**src/rtl/mem_wb_stage_if.sv**
```systemverilog
// MEM->WB stage bundle: memory-stage capture inputs plus the register-file write port
// and status outputs driven by the WB pipeline register.
interface mem_wb_stage_if #(
  parameter int DATA_WIDTH    = 32,
  parameter int ADDRESS_WIDTH = 5
);
  logic                     stall;
  logic                     flush;
  logic                     mem_valid;
  logic                     mem_rg_wrt_en;
  logic [ADDRESS_WIDTH-1:0] mem_rg_wrt_dest;
  logic [1:0]               mem_wb_sel;
  logic [2:0]               mem_funct3;
  logic [DATA_WIDTH-1:0]    mem_alu_result;
  logic [DATA_WIDTH-1:0]    mem_pc_plus4;
  logic [DATA_WIDTH-1:0]    mem_rd_data;

  logic                     wb_valid;
  logic                     rg_wrt_en;
  logic [ADDRESS_WIDTH-1:0] rg_wrt_dest;
  logic [DATA_WIDTH-1:0]    rg_wrt_data;
  logic                     load_fault;
  logic [31:0]              retire_count;

  modport master (
    output stall, flush, mem_valid, mem_rg_wrt_en, mem_rg_wrt_dest, mem_wb_sel,
           mem_funct3, mem_alu_result, mem_pc_plus4, mem_rd_data,
    input  wb_valid, rg_wrt_en, rg_wrt_dest, rg_wrt_data, load_fault, retire_count
  );

  modport slave (
    input  stall, flush, mem_valid, mem_rg_wrt_en, mem_rg_wrt_dest, mem_wb_sel,
           mem_funct3, mem_alu_result, mem_pc_plus4, mem_rd_data,
    output wb_valid, rg_wrt_en, rg_wrt_dest, rg_wrt_data, load_fault, retire_count
  );
endinterface

```
**src/rtl/mem_wb_stage.sv**
```systemverilog
// MEM/WB pipeline register: formats load data, flags illegal/misaligned loads,
// drives the register-file write port and counts retired instructions.
module mem_wb_stage #(
  parameter int DATA_WIDTH    = 32,
  parameter int ADDRESS_WIDTH = 5
) (
  input logic             clk,
  input logic             rst,
  mem_wb_stage_if.slave   bus
);

  typedef struct packed {
    logic                     wen;
    logic [ADDRESS_WIDTH-1:0] dest;
    logic [DATA_WIDTH-1:0]    data;
  } wb_t;

  logic [1:0]            off;
  logic [7:0]            byte_sel;
  logic [15:0]           half_sel;
  logic [DATA_WIDTH-1:0] load_data;
  logic                  misaligned, illegal, fault;
  wb_t                   wb_nxt, wb_q;
  logic [1:0]            vld_pipe;
  logic                  fault_q;
  logic [31:0]           retire_q;

  assign off         = bus.mem_alu_result[1:0];
  assign byte_sel    = bus.mem_rd_data[{off, 3'b000} +: 8];
  assign half_sel    = off[1] ? bus.mem_rd_data[31:16] : bus.mem_rd_data[15:0];
  assign vld_pipe[0] = bus.mem_valid;

  always_comb begin
    load_data  = '0;
    misaligned = 1'b0;
    illegal    = 1'b0;
    case (bus.mem_funct3)
      3'b000: load_data = {{(DATA_WIDTH-8){byte_sel[7]}}, byte_sel};
      3'b100: load_data = {{(DATA_WIDTH-8){1'b0}}, byte_sel};
      3'b001: begin
        load_data  = {{(DATA_WIDTH-16){half_sel[15]}}, half_sel};
        misaligned = off[0];
      end
      3'b101: begin
        load_data  = {{(DATA_WIDTH-16){1'b0}}, half_sel};
        misaligned = off[0];
      end
      3'b010: begin
        load_data  = bus.mem_rd_data;
        misaligned = (off != 2'b00);
      end
      default: illegal = 1'b1;
    endcase
  end

  // Only a real load selection can fault; funct3 is meaningless for other wb_sel values.
  assign fault = (bus.mem_wb_sel == 2'b01) && (misaligned || illegal);

  always_comb begin
    wb_nxt      = '0;
    wb_nxt.wen  = bus.mem_valid & bus.mem_rg_wrt_en & (bus.mem_rg_wrt_dest != '0) & ~fault;
    wb_nxt.dest = bus.mem_rg_wrt_dest;
    case (bus.mem_wb_sel)
      2'b01:   wb_nxt.data = load_data;
      2'b10:   wb_nxt.data = bus.mem_pc_plus4;
      default: wb_nxt.data = bus.mem_alu_result;
    endcase
  end

  always_ff @(posedge clk or negedge rst) begin
    if (!rst) begin
      wb_q        <= '0;
      vld_pipe[1] <= 1'b0;
      fault_q     <= 1'b0;
      retire_q    <= '0;
    end else if (bus.flush) begin
      wb_q        <= '0;
      vld_pipe[1] <= 1'b0;
      fault_q     <= 1'b0;
    end else if (bus.stall) begin
      // Fault is a pulse: holding the stage must not replay it.
      fault_q <= 1'b0;
    end else begin
      wb_q        <= wb_nxt;
      vld_pipe[1] <= vld_pipe[0];
      fault_q     <= bus.mem_valid & fault;
      if (bus.mem_valid && !fault)
        retire_q <= retire_q + 32'd1;
    end
  end

  assign bus.wb_valid     = vld_pipe[1];
  assign bus.rg_wrt_en    = wb_q.wen;
  assign bus.rg_wrt_dest  = wb_q.dest;
  assign bus.rg_wrt_data  = wb_q.data;
  assign bus.load_fault   = fault_q;
  assign bus.retire_count = retire_q;

endmodule

```
**src/flat_wrapper.sv**
```systemverilog
// flat-port wrapper written by rule: the top's interface ports become plain ports
module mem_wb_stage_flat 
#(
  parameter int DATA_WIDTH    = 32,
  parameter int ADDRESS_WIDTH = 5
)
  (clk, rst, bus_stall, bus_flush, bus_mem_valid, bus_mem_rg_wrt_en, bus_mem_rg_wrt_dest, bus_mem_wb_sel, bus_mem_funct3, bus_mem_alu_result, bus_mem_pc_plus4, bus_mem_rd_data, bus_wb_valid, bus_rg_wrt_en, bus_rg_wrt_dest, bus_rg_wrt_data, bus_load_fault, bus_retire_count);
  mem_wb_stage_if #(.DATA_WIDTH(DATA_WIDTH), .ADDRESS_WIDTH(ADDRESS_WIDTH)) bus_i ();
  input logic clk;
  input logic rst;
  input wire logic [$bits(bus_i.stall)-1:0] bus_stall;
  input wire logic [$bits(bus_i.flush)-1:0] bus_flush;
  input wire logic [$bits(bus_i.mem_valid)-1:0] bus_mem_valid;
  input wire logic [$bits(bus_i.mem_rg_wrt_en)-1:0] bus_mem_rg_wrt_en;
  input wire logic [$bits(bus_i.mem_rg_wrt_dest)-1:0] bus_mem_rg_wrt_dest;
  input wire logic [$bits(bus_i.mem_wb_sel)-1:0] bus_mem_wb_sel;
  input wire logic [$bits(bus_i.mem_funct3)-1:0] bus_mem_funct3;
  input wire logic [$bits(bus_i.mem_alu_result)-1:0] bus_mem_alu_result;
  input wire logic [$bits(bus_i.mem_pc_plus4)-1:0] bus_mem_pc_plus4;
  input wire logic [$bits(bus_i.mem_rd_data)-1:0] bus_mem_rd_data;
  output wire logic [$bits(bus_i.wb_valid)-1:0] bus_wb_valid;
  output wire logic [$bits(bus_i.rg_wrt_en)-1:0] bus_rg_wrt_en;
  output wire logic [$bits(bus_i.rg_wrt_dest)-1:0] bus_rg_wrt_dest;
  output wire logic [$bits(bus_i.rg_wrt_data)-1:0] bus_rg_wrt_data;
  output wire logic [$bits(bus_i.load_fault)-1:0] bus_load_fault;
  output wire logic [$bits(bus_i.retire_count)-1:0] bus_retire_count;
  assign bus_i.stall = bus_stall;
  assign bus_i.flush = bus_flush;
  assign bus_i.mem_valid = bus_mem_valid;
  assign bus_i.mem_rg_wrt_en = bus_mem_rg_wrt_en;
  assign bus_i.mem_rg_wrt_dest = bus_mem_rg_wrt_dest;
  assign bus_i.mem_wb_sel = bus_mem_wb_sel;
  assign bus_i.mem_funct3 = bus_mem_funct3;
  assign bus_i.mem_alu_result = bus_mem_alu_result;
  assign bus_i.mem_pc_plus4 = bus_mem_pc_plus4;
  assign bus_i.mem_rd_data = bus_mem_rd_data;
  assign bus_wb_valid = bus_i.wb_valid;
  assign bus_rg_wrt_en = bus_i.rg_wrt_en;
  assign bus_rg_wrt_dest = bus_i.rg_wrt_dest;
  assign bus_rg_wrt_data = bus_i.rg_wrt_data;
  assign bus_load_fault = bus_i.load_fault;
  assign bus_retire_count = bus_i.retire_count;
  mem_wb_stage #(.DATA_WIDTH(DATA_WIDTH), .ADDRESS_WIDTH(ADDRESS_WIDTH)) u_core (.clk(clk), .rst(rst), .bus(bus_i));
endmodule
```
**config.mk**
```make
export PLATFORM = sky130hd
export DESIGN_NAME = mem_wb_stage_flat
export DESIGN_NICKNAME = d
export VERILOG_FILES = /design/src/rtl/mem_wb_stage_if.sv /design/src/rtl/mem_wb_stage.sv /design/src/flat_wrapper.sv
export SDC_FILE = /design/constraint.sdc
export NUM_CORES = 1
export LEC_CHECK = 0
export CORE_MARGIN = 1.5
export CORE_UTILIZATION = 43
export CTS_CLUSTER_DIAMETER = 60
export DETAILED_ROUTE_END_ITERATION = 12
export PLACE_DENSITY = 0.81
export SLEW_MARGIN = 20
export SYNTH_ARGS = -nofsm -noshare
export SYNTH_HDL_FRONTEND = slang
export SYNTH_SLANG_ARGS = --single-unit
```
**constraint.sdc**
```tcl
create_clock -name clk -period 2 [get_ports clk]
set_input_delay 0.2 -clock clk [delete_from_list [all_inputs] [get_ports clk]]
set_output_delay 0.2 -clock clk [all_outputs]
set_load 0.01 [all_outputs]
```
==> reports/results.txt, run 1 <==
Ys async rst share: 1.00
Worst reg2reg path depth: 4
RSZ-0062 raised after global routing: no
Synth Register Bits: 72
Pin count of the biggest net entering global routing: 41
First-pass GRT wire length: 24900 um
Crit. End Element: flop
Synth cell count leaders: dfrtp_1 (72), o21ai_0 (49), nand2_1 (40), xor2_1 (24)
CP max FO: 8
Post-synthesis sequential area ratio: 0.413
Post-synthesis net count: 571
Pleak: 0.00275 uW
Layout Utilization: 0.684
Area delta synth->final: 53.9%
WL final: 15800 um
Number of core rows: 36
R2R setup slack: 200 ps
DPL Wire Length: 11800 um
Register Area: 0.00180 sq mm
Top-count cell post-synth: dfrtp_1
1st-iter DRT viols: 298
Die Wd: 104 um
Synth warn: 0
DIE AREA: 0.0108 sq mm
Maxcap violations: 0
Gate Count Post-Synth: 456
Final hold slack: 220 ps
Post-placement cell count: 764
Power per cell area: 608 mW/mm^2
CP Cell Sequence: clkdlybuf4s50_1 > mux4_2 > nor4b_2 > a221oi_1 > o32ai_1
CP Class: input port to flop
Netlist cell types: 49
Slowest stage cell, crit path: mux4_2
R2R Path Start: u_core.bus.retire_count[2]$_DFFE_PN0P_
Antenna cell count: 0
Wirelength per Cell: 20.2 um
Antenna-violating nets left: 0
Slew of the pin with the lowest slew margin: 917 ps
Worst setup path start: bus_mem_alu_result[1]
DRC Markers: 0
Total Routing Usage GR: 0.294
VDD IR max: 365 uV
Worst Path Arrival: 2080 ps
Syn Area/Cell: 9.57 sq um
Initial antenna violation count: 0
Synth top area cells: dfrtp_1 (41%), o21ai_0 (5.6%), xor2_1 (4.8%)
Buf/Inv on CP: 1
Fillcell total: 765
Clock transition at path regs: 80 ps
Die Height: 104 um
Finished Layout Cells: 780
Final Wtd Congestion: 0.927
Core area: 0.00982 sq mm
Critical Path Stages: 5
Worst setup path endpoint: u_core.bus.rg_wrt_data[15]$_DFFE_PN0P_
Vias in the first global route: 4776
IO Count: 184
Top_reg_cell synth: dfrtp_1
Area share of the largest cell type after synthesis: 0.413
Nets: 758
DR vias: 4713
CTS Buf Count: 9
Post-place instance area: 0.00650 sq mm
CTS Root Cell: clkbuf_8
Clk_skew: 8.05 ps
CTS tree: done
Tmin final: 1870 ps
Initial Util: 0.445
Clock Path Buffers: 2
Vias per cell: 6.04
Max-slew violation count: 0
Design Area, Final: 0.00672 sq mm
Post-synth EDFFs: 0
Worst-skew pair later-pin latency: 350 ps
Count of input and output buffers: 183
Status: completed
Clock sink count: 72
Startpoint types: input port
Synth Cell Area: 0.00437 sq mm
Reg-to-Reg End: u_core.bus.retire_count[27]$_DFFE_PN0P_
H-Tree Depth: 3
CP max stage delay: 580 ps
Setup violators final: 0
Share of post-route cells with drive strength above 1: 0.107
Endpoints failing hold: 0
CP delay by family, top: multiplexers
Multi-input logic area: 0.00235 sq mm
Grt total ovfl: 0
Req. time, crit path: 2210 ps
Slew margin rel.: 0.387
Leading area contributor after synthesis: dfrtp_1
Period utilization: 0.933
Hold/Removal Path Class: input port to flop
Fmax: 536 MHz
Number of detailed-route iterations in the first pass: 5
cell families (layout without fill, tap and decap cells):
kind of cell               count (synthesis)  count (layout)  synth area share
buffers and inverters                     51             242            0.0507
xor gates and xnor gates                  31              31            0.0622
AOI/OAI and AO/OA                        149             149             0.255
and+or+nand+nor                          132             132             0.161
adders and majority gates                  3               3           0.00860
DFF                                       72              72             0.413
muxes                                     18              18            0.0499
state kept, by name, indices dropped and copies added, names as in the netlist:
name                     count
u_core.bus.load_fault        1
u_core.bus.rg_wrt_data      32
u_core.bus.retire_count     32
u_core.bus.wb_valid          1
u_core.bus.rg_wrt_dest       5
u_core.bus.rg_wrt_en         1
routing by layer:
| layer | global-route usage | routed length (um) |
|---|---|---|
| met5 | 0 | 0 |
| met4 | 0.138 | 556 |
| met3 | 0.0472 | 1280 |
| met2 | 0.484 | 7620 |
| met1 | 0.378 | 6300 |
power breakdown:
group | internal [uW] | switching, uW | total, uW
combinational | 653 | 528 | 1180
clock | 673 | 550 | 1220
sequential | 1560 | 116 | 1680
area by class of cell:
class                           instances  area share
Clock buffer                           13      0.0251
Timing Repair Buffer                  214       0.319
Inverter                               13     0.00726
Clock inverter                          2     0.00559
Multi-Input combinational cell        333       0.350
Sequential cell                        72       0.268
Tap cell                              133      0.0248
placed cells by master, fill, tap and decap left out, drive strengths merged, types with 4 or more instances in the layout:
| cell | synthesis | layout |
|---|---|---|
| nor3 | 16 | 16 |
| inv | 13 | 13 |
| nand3 | 14 | 14 |
| o2bb2ai | 11 | 11 |
| o311a | 4 | 4 |
| nor2 | 23 | 23 |
| o32ai | 13 | 13 |
| nand2b | 5 | 5 |
| o21ai | 49 | 49 |
| nor4 | 9 | 9 |
| clkdlybuf4s50 | 0 | 181 |
| dfrtp | 72 | 72 |
| nand2 | 40 | 40 |
| clkbuf | 18 | 13 |
| mux2 | 10 | 10 |
| buf | 20 | 32 |
| and4 | 5 | 5 |
| mux2i | 7 | 7 |
| nor3b | 5 | 5 |
| a22oi | 11 | 11 |
| xor2 | 24 | 24 |
| xnor2 | 7 | 7 |
| a222oi | 7 | 7 |
| nor2b | 4 | 4 |
| a2bb2oi | 16 | 16 |
| a221oi | 23 | 23 |
worst min path at each step:
stage | to | cells after the start | slack, ps | startpoint
6_report | u_core.bus.load_fault$_DFF_PN0_ | 4 | 220 | bus_stall
5_1_grt | u_core.bus.load_fault$_DFF_PN0_ | 4 | 230 | bus_stall
4_1_cts | u_core.bus.load_fault$_DFF_PN0_ | 4 | 200 | bus_stall
3_5_place_dp | u_core.bus.retire_count[10]$_DFFE_PN0P_ | 1 | 190 | rst
3_3_place_gp | u_core.bus.retire_count[11]$_DFFE_PN0P_ | 1 | 180 | rst
2_1_floorplan | u_core.bus.load_fault$_DFF_PN0_ | 0 | -100 | rst
metrics by stage:
step | power (uW) | TNS [ps] | worst slack [ps]
floorplan | 2170 | 0 | 406
global placement | 2840 | -2220 | -111
detailed placement | 2880 | -4820 | -279
CTS | 4090 | 0 | 107
global route | 4230 | 0 | 15.1
finish | 4080 | 0 | 134
worst reg2reg max path, stage by stage (launching register included):
cell     delay [ps]
dfrtp_1         420
and3_1          370
nand4_2         330
nor4_1          440
xor2_1          180
repair_timing:
action / CTS / global route
setup endpoints to repair: 0 / 3
resized for setup: 0 / 1
hold buffers: 1 / 0
hold endpoints to repair: 32 / 0
buffers inserted: 0 / 0
Power figures use the tool's default switching activity.
==> run 2, diff against run 1 <==
Settings changed: GPL_TIMING_DRIVEN set to 0, TNS_END_PERCENT set to 30.
==> reports/results.txt, run 2 (same netlist as run 1, synthesis figures left out) <==
VDD IR max: 357 uV (-2.1%)
CP Class: input port to flop
CP max FO: 8 (unchanged)
DRC Markers: 0 (unchanged)
Tmin final: 1950 ps (+87.2 ps)
CTS tree: done
Worst-skew pair later-pin latency: 350 ps (about the same)
Wirelength per Cell: 21.0 um (+3.8%)
Status: completed
Clock sink count: 72 (unchanged)
Clock share of power: 0.291 (-0.009)
CTS Buf Count: 9 (unchanged)
Final hold slack: 228 ps (+8.49 ps)
Maxcap violations: 0 (unchanged)
Layout Utilization: 0.673 (-0.0116)
Setup violators final: 0 (unchanged)
Pin count of the biggest net entering global routing: 54 (+32%)
Worst reg2reg path depth: 5 (+1)
Most common cell after layout, fill and taps aside: clkdlybuf4s50_1
Slowest stage cell, crit path: clkdlybuf4s50_1
Max-slew violation count: 0 (unchanged)
CP Cell Sequence: clkdlybuf4s50_1 > mux4_2 > nor4b_2 > a221oi_1 > o32ai_1
Nets: 768 (+1.3%)
Startpoint types: input port
Power per cell area: 605 mW/mm^2 (-0.40%)
Setup TNS: 0 ps (unchanged)
Clk_skew: 8.18 ps (+0.126 ps)
Count of input and output buffers: 180 (-1.6%)
Endpoints failing hold: 0 (unchanged)
Die Wd: 104 um (unchanged)
Post-place instance area: 0.00636 sq mm (-2.2%)
Worst hold path depth: 3 (-1)
Clock Path Buffers: 2 (unchanged)
Antenna-violating nets left: 0 (unchanged)
Crit. End Element: flop
1st-iter DRT viols: 419 (+41%)
WL final: 16600 um (+5.1%)
CTS Root Cell: clkbuf_8
Number of detailed-route iterations in the first pass: 7 (+2)
Worst Path Arrival: 2210 ps (+130 ps)
Most frequent cells in the layout: clkdlybuf4s50_1 (179), dfrtp_1 (72), o21ai_0 (48), nand2_1 (40), xor2_1 (24)
IO Count: 184 (unchanged)
Design Area, Final: 0.00661 sq mm (-1.7%)
Clock transition at path regs: 80 ps (about the same)
H-Tree Depth: 3 (unchanged)
Pleak: 0.00269 uW (-2.1%)
DIE AREA: 0.0108 sq mm (unchanged)
Final Wtd Congestion: 0.942 (+1.7%)
Slew margin rel.: 0.407 (+0.0193)
Vias per cell: 6.05 (+0.12%)
Hold/Removal Path Class: input port to flop
Vias in the first global route: 4932 (+3.3%)
Number of core rows: 36 (unchanged)
CP max stage delay: 650 ps (+70 ps)
Power Internal: 2750 uW (-4.9%)
Total chip power: 4000 uW (-2.1%)
Die Height: 104 um (unchanged)
Area delta synth->final: 51.3%
Grt total ovfl: 0 (unchanged)
Antenna cell count: 0 (unchanged)
Initial antenna violation count: 0 (unchanged)
DPL Wire Length: 12700 um (+7.9%)
Req. time, crit path: 2260 ps (+50 ps)
Sw frac: 0.313 (+0.0201)
Core area: 0.00982 sq mm (unchanged)
Sequential power share: 0.419 (+0.008)
Fmax: 512 MHz (-4.5%)
Total Routing Usage GR: 0.313 (+0.0196)
Initial Util: 0.445 (unchanged)
Comb pwr share: 0.289 (about the same)
DR vias: 4779 (+1.4%)
Slew of the pin with the lowest slew margin: 888 ps (-29.0 ps)
Period utilization: 0.977 (+0.0436)
Share of post-route cells with drive strength above 1: 0.0944 (-0.0123)
Switching pwr: 1250 uW (+4.6%)
First-pass GRT wire length: 26300 um (+5.7%)
## run 2: cell types whose count changed in the layout (fill, tap and decap cells not counted), moves of 2 or more
| cell | delta |
|---|---|
| clkbuf_8 | -3 |
| clkbuf_2 | +3 |
| clkdlybuf4s50_1 | -2 |
| clkbuf_4 | +4 |
| buf_6 | +2 |
| clkbuf_1 | +13 |
| buf_12 | -7 |
| buf_2 | +9 |
| buf_1 | +5 |
| buf_4 | -19 |
| clkinv_2 | +3 |
## run 2: path summary, 6_finish.rpt
| kind | startpoint | endpoint | slack [ps] |
|---|---|---|---|
| max | bus_mem_alu_result[0] | u_core.bus.rg_wrt_data[13]$_DFFE_PN0P_ | 50 |
| min | bus_mem_funct3[0] | u_core.bus.load_fault$_DFF_PN0_ | 230 |
| min reg2reg | u_core.bus.retire_count[31]$_DFFE_PN0P_ | u_core.bus.retire_count[31]$_DFFE_PN0P_ | 470 |
| max reg2reg | u_core.bus.retire_count[10]$_DFFE_PN0P_ | u_core.bus.retire_count[30]$_DFFE_PN0P_ | 120 |
| min in group asynchronous | rst | u_core.bus.retire_count[2]$_DFFE_PN0P_ | 270 |
| max in group asynchronous | rst | u_core.bus.retire_count[0]$_DFFE_PN0P_ | 1170 |
## run 2: critical path: cells and delay by family
| kind | cells | cell delay (ps) |
|---|---|---|
| mux | 1 | 320 |
| compound gates | 2 | 390 |
| buf+inv | 1 | 650 |
| simple gates | 1 | 650 |
## run 2: power groups by stage
stage	clock network, uW	registers, uW	logic, uW
after floorplan	0	1730	435
after global placement	0	1700	1110
after detailed placement	0	1700	1140
after CTS	1160	1670	1140
after global routing	1220	1690	1240
final	1160	1680	1160
## run 2: per-layer routing
metal | up-vias | GRT usage | part of all wire
li1 | 2137 | - | -
met1 | 2286 | 0.417 | 0.41
met4 | 0 | 0.119 | 0.034
met3 | 50 | 0.0554 | 0.090
met2 | 306 | 0.510 | 0.47
met5 | - | 0 | 0
## run 2: repair_timing
action | CTS | global route
hold buffers | 1 | 0
pin swaps | 0 | 2
endpoints found under the hold margin | 19 | 0
resized for setup | 4 | 9
endpoints found under the setup margin | 25 | 32
buffers inserted | 0 | 4
## run 2: layout make-up
cell class                      count  area [sq um]
Fill cell                         813          3210
Multi-Input combinational cell    333          2350
Timing Repair Buffer              186          1870
Sequential cell                    72          1800
Buffer                             38           189
Tap cell                          133           166
Clock buffer                        9           124
Clock inverter                      6          61.3
Inverter                           13          48.8
## run 2: stage by stage
| stage | setup slack, ps | cells |
|---|---|---|
| floorplan | 406 | 456 |
| global placement | -1750 | 769 |
| detailed placement | -533 | 770 |
| CTS | 33.1 | 786 |
| global route | -20.1 | 790 |
| finish | 46.6 | 790 |
